===== src/rtl/pipeline_hazard_sequencer.sv =====
// Control-path pipeline registers for the 5-stage core: load-use stall,
// branch flush, EX operand forwarding selects and event counters.
module pipeline_hazard_sequencer #(
  parameter int CNT_W = 16
) (
  input  logic             clk,
  input  logic             rst_n,
  input  logic             id_valid,
  input  logic [31:0]      id_inst,
  input  logic [2:0]       id_exCtrl,
  input  logic [2:0]       id_memCtrl,
  input  logic [1:0]       id_wbCtrl,
  input  logic             mem_zero,
  output logic [2:0]       ex_ctrl,
  output logic [2:0]       mem_ctrl,
  output logic [1:0]       wb_ctrl,
  output logic [4:0]       mem_rd,
  output logic [4:0]       wb_rd,
  output logic             pc_write,
  output logic             ifid_write,
  output logic             ifid_flush,
  output logic             pc_src,
  output logic [1:0]       fwd_a,
  output logic [1:0]       fwd_b,
  output logic [CNT_W-1:0] stall_cnt,
  output logic [CNT_W-1:0] flush_cnt
);

  typedef struct packed {
    logic       valid;
    logic [2:0] ex;
    logic [2:0] mem;
    logic [1:0] wb;
    logic [4:0] rs1;
    logic [4:0] rs2;
    logic [4:0] rd;
  } id_ex_t;

  typedef struct packed {
    logic       valid;
    logic [2:0] mem;
    logic [1:0] wb;
    logic [4:0] rd;
    logic       zero;
  } ex_mem_t;

  typedef struct packed {
    logic       valid;
    logic [1:0] wb;
    logic [4:0] rd;
  } mem_wb_t;

  localparam logic [6:0] OP_R    = 7'b0110011;
  localparam logic [6:0] OP_S    = 7'b0100011;
  localparam logic [6:0] OP_B    = 7'b1100011;
  localparam logic [6:0] OP_LUI  = 7'b0110111;
  localparam logic [6:0] OP_AUIP = 7'b0010111;
  localparam logic [6:0] OP_JAL  = 7'b1101111;

  id_ex_t  idex_q, idex_d, id_b;
  ex_mem_t exmem_q, exmem_d, exm_adv;
  mem_wb_t memwb_q, memwb_d;

  logic [CNT_W-1:0] stall_cnt_q, stall_cnt_d;
  logic [CNT_W-1:0] flush_cnt_q, flush_cnt_d;

  logic [6:0] opc;
  logic [4:0] rs1, rs2, rd;
  logic       use_rs1, use_rs2;
  logic       load_use, taken;
  logic       do_flush, do_stall;
  logic       exm_wr, mwb_wr;
  logic       unused_bits;

  assign opc = id_inst[6:0];
  assign rd  = id_inst[11:7];
  assign rs1 = id_inst[19:15];
  assign rs2 = id_inst[24:20];

  assign unused_bits = ^{id_inst[31:25], id_inst[14:12]};

  assign use_rs2 = (opc == OP_R) || (opc == OP_S) ||
                   (opc == OP_B);
  assign use_rs1 = !((opc == OP_LUI) || (opc == OP_AUIP) ||
                     (opc == OP_JAL));

  assign load_use = id_valid && idex_q.valid &&
                    idex_q.mem[2] && (idex_q.rd != 5'd0) &&
                    ((use_rs1 && (idex_q.rd == rs1)) ||
                     (use_rs2 && (idex_q.rd == rs2)));

  assign taken = exmem_q.valid && exmem_q.mem[0] &&
                 exmem_q.zero;

  // A taken branch squashes the stalled consumer, so it wins.
  assign do_flush = taken;
  assign do_stall = load_use && !taken;

  always_comb begin
    id_b = '0;
    if (id_valid) begin
      id_b.valid = 1'b1;
      id_b.ex    = id_exCtrl;
      id_b.mem   = id_memCtrl;
      id_b.wb    = id_wbCtrl;
      id_b.rs1   = rs1;
      id_b.rs2   = rs2;
      id_b.rd    = rd;
    end
  end

  always_comb begin
    exm_adv       = '0;
    exm_adv.valid = idex_q.valid;
    exm_adv.mem   = idex_q.mem;
    exm_adv.wb    = idex_q.wb;
    exm_adv.rd    = idex_q.rd;
    exm_adv.zero  = mem_zero;
  end

  always_comb begin
    idex_d        = id_b;
    exmem_d       = exm_adv;
    memwb_d       = '0;
    memwb_d.valid = exmem_q.valid;
    memwb_d.wb    = exmem_q.wb;
    memwb_d.rd    = exmem_q.rd;
    unique case (1'b1)
      do_flush: begin
        idex_d  = '0;
        exmem_d = '0;
      end
      do_stall: begin
        idex_d  = '0;
      end
      default: begin
        idex_d  = id_b;
      end
    endcase
  end

  always_comb begin
    stall_cnt_d = stall_cnt_q;
    flush_cnt_d = flush_cnt_q;
    if (do_stall && (stall_cnt_q != '1))
      stall_cnt_d = stall_cnt_q + CNT_W'(1);
    if (do_flush && (flush_cnt_q != '1))
      flush_cnt_d = flush_cnt_q + CNT_W'(1);
  end

  always_ff @(posedge clk or negedge rst_n) begin
    if (!rst_n) begin
      idex_q      <= '0;
      exmem_q     <= '0;
      memwb_q     <= '0;
      stall_cnt_q <= '0;
      flush_cnt_q <= '0;
    end else begin
      idex_q      <= idex_d;
      exmem_q     <= exmem_d;
      memwb_q     <= memwb_d;
      stall_cnt_q <= stall_cnt_d;
      flush_cnt_q <= flush_cnt_d;
    end
  end

  assign exm_wr = exmem_q.valid && exmem_q.wb[0] &&
                  (exmem_q.rd != 5'd0);
  assign mwb_wr = memwb_q.valid && memwb_q.wb[0] &&
                  (memwb_q.rd != 5'd0);

  // The younger producer (EX/MEM) holds the newest value.
  always_comb begin
    fwd_a = 2'b00;
    if (exm_wr && (exmem_q.rd == idex_q.rs1))
      fwd_a = 2'b10;
    else if (mwb_wr && (memwb_q.rd == idex_q.rs1))
      fwd_a = 2'b01;
  end

  always_comb begin
    fwd_b = 2'b00;
    if (exm_wr && (exmem_q.rd == idex_q.rs2))
      fwd_b = 2'b10;
    else if (mwb_wr && (memwb_q.rd == idex_q.rs2))
      fwd_b = 2'b01;
  end

  assign pc_src     = do_flush;
  assign ifid_flush = do_flush;
  assign pc_write   = !do_stall;
  assign ifid_write = !do_stall;

  assign ex_ctrl   = idex_q.ex;
  assign mem_ctrl  = exmem_q.mem;
  assign wb_ctrl   = memwb_q.wb;
  assign mem_rd    = exmem_q.rd;
  assign wb_rd     = memwb_q.rd;
  assign stall_cnt = stall_cnt_q;
  assign flush_cnt = flush_cnt_q;

endmodule

===== config.mk =====
export PLATFORM = sky130hd
export DESIGN_NAME = pipeline_hazard_sequencer
export DESIGN_NICKNAME = d
export VERILOG_FILES = /design/src/rtl/pipeline_hazard_sequencer.sv
export SDC_FILE = /design/constraint.sdc
export NUM_CORES = 1
export LEC_CHECK = 0
export CORE_UTILIZATION = 49
export DETAILED_ROUTE_END_ITERATION = 10
export PLACE_DENSITY = 0.78
export REMOVE_ABC_BUFFERS = 1
export SKIP_LAST_GASP = 1
export SYNTH_ARGS = -nofsm -noshare
export SYNTH_HDL_FRONTEND = slang
export SYNTH_SLANG_ARGS = --single-unit

===== constraint.sdc =====
create_clock -name clk -period 4.8 [get_ports clk]
set_clock_uncertainty 0.05 [all_clocks]
set_input_delay 0.96 -clock clk [delete_from_list [all_inputs] [get_ports clk]]
set_output_delay 0.96 -clock clk [all_outputs]
set_load 0.01 [all_outputs]

# Yosys cells after proc, flatten, opt, wreduce, memory -nomap -nowiden
# Index checks and enable logic that the tools add are counted.
totals:
  wordCells: 71
  reg_bits: 76
  inputBits: 44
classes:
  mux: 7
  addsub: 2
  n_reduce_logical: 31
  n_eq_ne: 14
ops:
  columns: ["cell", "n"]
  rows:
  - ["$mux W24", 2]
  - ["$add A16 B1 Y16 const B", 2]
  - ["$ne A16 B16 Y1 const B", 2]
  - ["$eq A5 B5 Y1", 6]
  - ["$eq A7 B6 Y1 const B", 3]
  - ["$logic_and A1 B1 Y1", 19]
  - ["$reduce_bool A5 Y1", 3]
  - ["$eq A7 B7 Y1 const B", 2]
  - ["$mux W12", 1]
  - ["$eq A7 B5 Y1 const B", 1]
  - ["$logic_or A1 B1 Y1", 5]
  - ["$mux W2", 2]
  - ["$logic_not A1 Y1", 3]
  - ["$mux W1", 2]
  - ["$reduce_or A2 Y1", 1]

# Depth between registers and ports, before layout
depth:
  word_depth: 10
  mapped_depth: 7
  ltp_nobuf: 7

# Least setup slack after synthesis
# Ideal clock, no wire load.
synth_path:
  kind: "in2out"
  start: "input port id_inst[6]"
  end: "output port pc_write"
  path_stages: 6
  arrival_time_ns: 1.925
  path_slack_ns: 1.865
  cell_sequence: "and3_1 > o2111ai_1 > nand4_1 > a21o_1 > buf_6 > buf_4"
synth_between:
  elab_chain_len: 9
synth_rtl:
  columns: ["element", "line_no", "source"]
  rows:
  - ["from (decl)", "9", "input logic [31:0] id_inst,"]
  - ["$eq A7 B6 Y1 or $eq A7 B5 Y1 (tied branches)", "84", "assign use_rs1 = !((opc == OP_LUI) || (opc == OP_AUIP) ||"]
  - ["$logic_or A1 B1 Y1 (2 in series)", "84", null]
  - ["$logic_not A1 Y1", "84", null]
  - ["$logic_and A1 B1 Y1", "89", "((use_rs1 && (idex_q.rd == rs1)) ||"]
  - ["$logic_or A1 B1 Y1 (*)", "89", null]
  - ["$logic_and A1 B1 Y1 (*)", "88", "idex_q.mem[2] && (idex_q.rd != 5'd0) &&"]
  - ["$logic_and A1 B1 Y1 (*)", "97", "assign do_stall = load_use && !taken;"]
  - ["$logic_not A1 Y1 (*)", null, null]
  - ["to (decl)", "19", "output logic pc_write,"]
# Every way passes the cells marked *; elsewhere a longest branch is shown, timed or not.

# Worst setup path after layout
layout_path:
  start: "input port id_inst[20]"
  end: "output port pc_write"
layout_between:
  elab_chain_len: 6
layout_rtl:
  columns: ["element", "line_no", "source"]
  rows:
  - ["$eq A5 B5 Y1", "90", "(use_rs2 && (idex_q.rd == rs2)));"]
  - ["$logic_and A1 B1 Y1", "90", null]
  - ["$logic_or A1 B1 Y1", "89", null]
  - ["$logic_and A1 B1 Y1", "88", null]
  - ["$logic_and A1 B1 Y1", "97", null]
  - ["$logic_not A1 Y1", "191", "assign pc_write = !do_stall;"]
# Every way passes these cells.

==> flow_metrics.env <==
export IMPL_synth_common_cells="dfrtp_1 (76), xor2_1 (40), and2_1 (35)"
export IMPL_p_leak_nw=2.05
export IMPL_seq_area_frac_synth_pct=54.5
export IMPL_grt_remaining_overflow=0
export IMPL_post_place_ws_ns=1.11
export IMPL_clk_path_buf_depth=2
export IMPL_rows=30
export IMPL_design_power_total_mw=1.41
export IMPL_clkSlewWorstSetupHoldPaths_ns=0.08
export IMPL_max_slew_margin_pct=26.6
export IMPL_worstSetupStartpointType="input port"
export IMPL_dp_hpwl_mm=4.91
export IMPL_dieArea_mm2=0.00747
export IMPL_yosysMostFrequentCell="dfrtp_1"
export IMPL_hold_path_depth=0
export IMPL_synth_distinct_cells=36
export IMPL_synth_warnings=0
export IMPL_layout_min_cycle_time_ns=3.72
export IMPL_viasPerCell=4.93
export IMPL_cts_tree="done"
export IMPL_cts_resized=0
export IMPL_drc=0
export IMPL_reg2reg_depth=5
export IMPL_final_area_mm2=0.00457
export IMPL_dr_pass1_iters=4
export IMPL_wirelength_mm=6.76
export IMPL_detail_route_antenna_nets=0
export IMPL_outcome="completed"
export IMPL_clk_insertion_delay_late_ns=0.33
export IMPL_cts_hold_fix_buffers=0
export IMPL_nNetsFinal=426
export IMPL_holdWs_ns=0.309
export IMPL_drt_iter0_markers=39
export IMPL_synth_ff_type="dfrtp_1"
export IMPL_synth_area_leaders="dfrtp_1 (54%), xor2_1 (10%), and2_1 (6.3%)"
export IMPL_root_buffer="clkbuf_8"
export IMPL_synth_top_area_share_pct=54.5
export IMPL_yosys_area_top_type="dfrtp_1"
export IMPL_grt_pass1_wl_mm=11.3
export IMPL_syn_to_final_growth_pct=31.0
export IMPL_drv_cap=0
export IMPL_h_tree_depth=3
export IMPL_worst_pin_slew_ns=1.10
export IMPL_antenna_found_initial=0
export IMPL_grtUsageTotal_pct=20.0
export IMPL_fmax_mhz=269
export IMPL_grt_setup_unrepaired="no"
export IMPL_drv_slew=0
export IMPL_r2r_slack_ns=2.35
export IMPL_hold_path_class="flop to flop"
export IMPL_synthArstFlopShare_pct=100
export IMPL_worstPathRequired_ns=3.79
export IMPL_crit_type="input port to output pin"
export IMPL_grt_max_degree=77
export IMPL_postLayoutCoreUtil_pct=67.0
export IMPL_r2r_start="stall_cnt[2]$_DFFE_PN0P_"
export IMPL_rr_endpoint="stall_cnt[1]$_DFFE_PN0P_"
export IMPL_numCtsBuffers=9
export IMPL_post_cts_buffers=0
export IMPL_setup_violations_final=0
export IMPL_end_kind="output pin"
export IMPL_path_max_fanout=3
export IMPL_core_mm2=0.00683
export IMPL_die_w_um=86.4
export IMPL_finalHoldViolCount=0
export IMPL_numPortBuffers=91
export IMPL_final_cell_count_no_fill=480
export IMPL_n_antenna_cell=0
export IMPL_max_stage_delay_ns=0.49
export IMPL_crit_path_frequent_cell="clkdlybuf4s50_1"
export IMPL_min_period_over_period_pct=77.4
export IMPL_ir_worst_vdd_mv=0.180
export IMPL_placedCellCount=465
export IMPL_synth_edff_count=0
export IMPL_vias=2364
export IMPL_dpl_cell_area_mm2=0.00435
export IMPL_layout_drive_gt1_share_pct=7.29
export IMPL_setup_tns_ns=0
export IMPL_num_io_pins=102
export IMPL_cp_data_arrival_time_ns=2.71
export IMPL_routabilityCongestion=0.869
export IMPL_ys_ff_latch=76
export IMPL_wl_per_cell_um=14.1
export IMPL_cpMaxStageDelayCell="clkdlybuf4s50_1"
export IMPL_syn_inst=302
export IMPL_p_per_area_mw_per_mm2=309
export IMPL_grt_pass1_vias=2370
export IMPL_initial_core_util_pct=51.1
export IMPL_cts_num_sinks=76
export IMPL_die_h_um=86.4
export IMPL_hp_start="exmem_q[7]$_DFF_PN0_"
export IMPL_synth_area_per_cell_um2=11.6
export IMPL_netlist_area_mm2=0.00349
export IMPL_path_cells="clkdlybuf4s50_1 > xor2_1 > nor3_1 > nand4_1 > a21o_1 > clkdlybuf4s50_1"
export IMPL_timing_final_ws_setup_ns=1.08
export IMPL_min_to="wb_ctrl[1]$_DFF_PN0_"
-- state kept, by name (all words and copies together) (netlist names) --
signal	count
memwb_q	1
wb_rd	5
exmem_q	4
exm_adv	11
ex_ctrl	3
stall_cnt	16
idex_q	10
flush_cnt	16
mem_ctrl	3
wb_ctrl	2
mem_rd	5
-- layout make-up --
type	count	area, um2
fillers	570	2260
flip-flops and latches	76	1900
multi-input cells	197	1400
repair buffers	92	916
clock buffers	11	151
well taps	96	120
clock inverters	4	72.6
inverters	4	15.0
-- critical path, delay by kind of cell --
family	cells	cell delay, ns
AOI/OAI and AO/OA	1	0.26
and+or+nand+nor	2	0.35
buffers and inverters	2	0.96
xor gates and xnor gates	1	0.18
-- where the power goes --
group	internal [mW]	total (mW)	switching, mW
logic	0.0997	0.170	0.0703
registers	0.675	0.711	0.0363
clock network	0.318	0.533	0.216
total	1.09	1.41	0.323
-- logic make-up (layout without fill, tap and decap cells) --
family	Yosys count	after routing	share of synthesized area [%]
AND/OR/NAND/NOR	126	126	22.1
flip-flops	76	76	54.5
XOR/XNOR	59	59	14.8
buffers and inverters	29	111	5.52
AO/OA/AOI/OAI	7	7	1.40
multiplexers	3	3	0.967
adder cells (fa/ha/maj)	2	2	0.716
-- cells in the final DEF, fill, tap and decap left out, drive strengths merged, types with 7 or more instances in the layout --
cell type	Yosys	routed
and2	36	36
clkbuf	3	11
clkdlybuf4s50	0	90
dfrtp	76	76
nand2	18	18
nand3	12	12
nand4	10	10
nor2	14	14
nor3	7	7
nor4	13	13
xnor2	19	19
xor2	40	40
-- worst max-delay path by stage --
stage,startpoint,to,slack [ns],cells after the start
global placement,id_inst[20],ifid_write,1.07,6
detailed placement,id_inst[20],ifid_write,1.11,6
floorplan,id_inst[1],ifid_write,1.89,4
finish,id_inst[20],pc_write,1.08,6
CTS,mem_rd[2]$_DFF_PN0_,fwd_a[0],1.08,5
global route,mem_rd[1]$_DFF_PN0_,fwd_b[0],0.97,5
-- layer usage --
metal	share of wire [%]	GRT usage, %	vias to the layer above
li1	-	-	1148
met1	45	26.0	1138
met2	48	31.5	64
met3	4.8	4.48	14
met4	2.5	10.3	0
met5	0	0	-
Power figures use the tool's default switching activity.
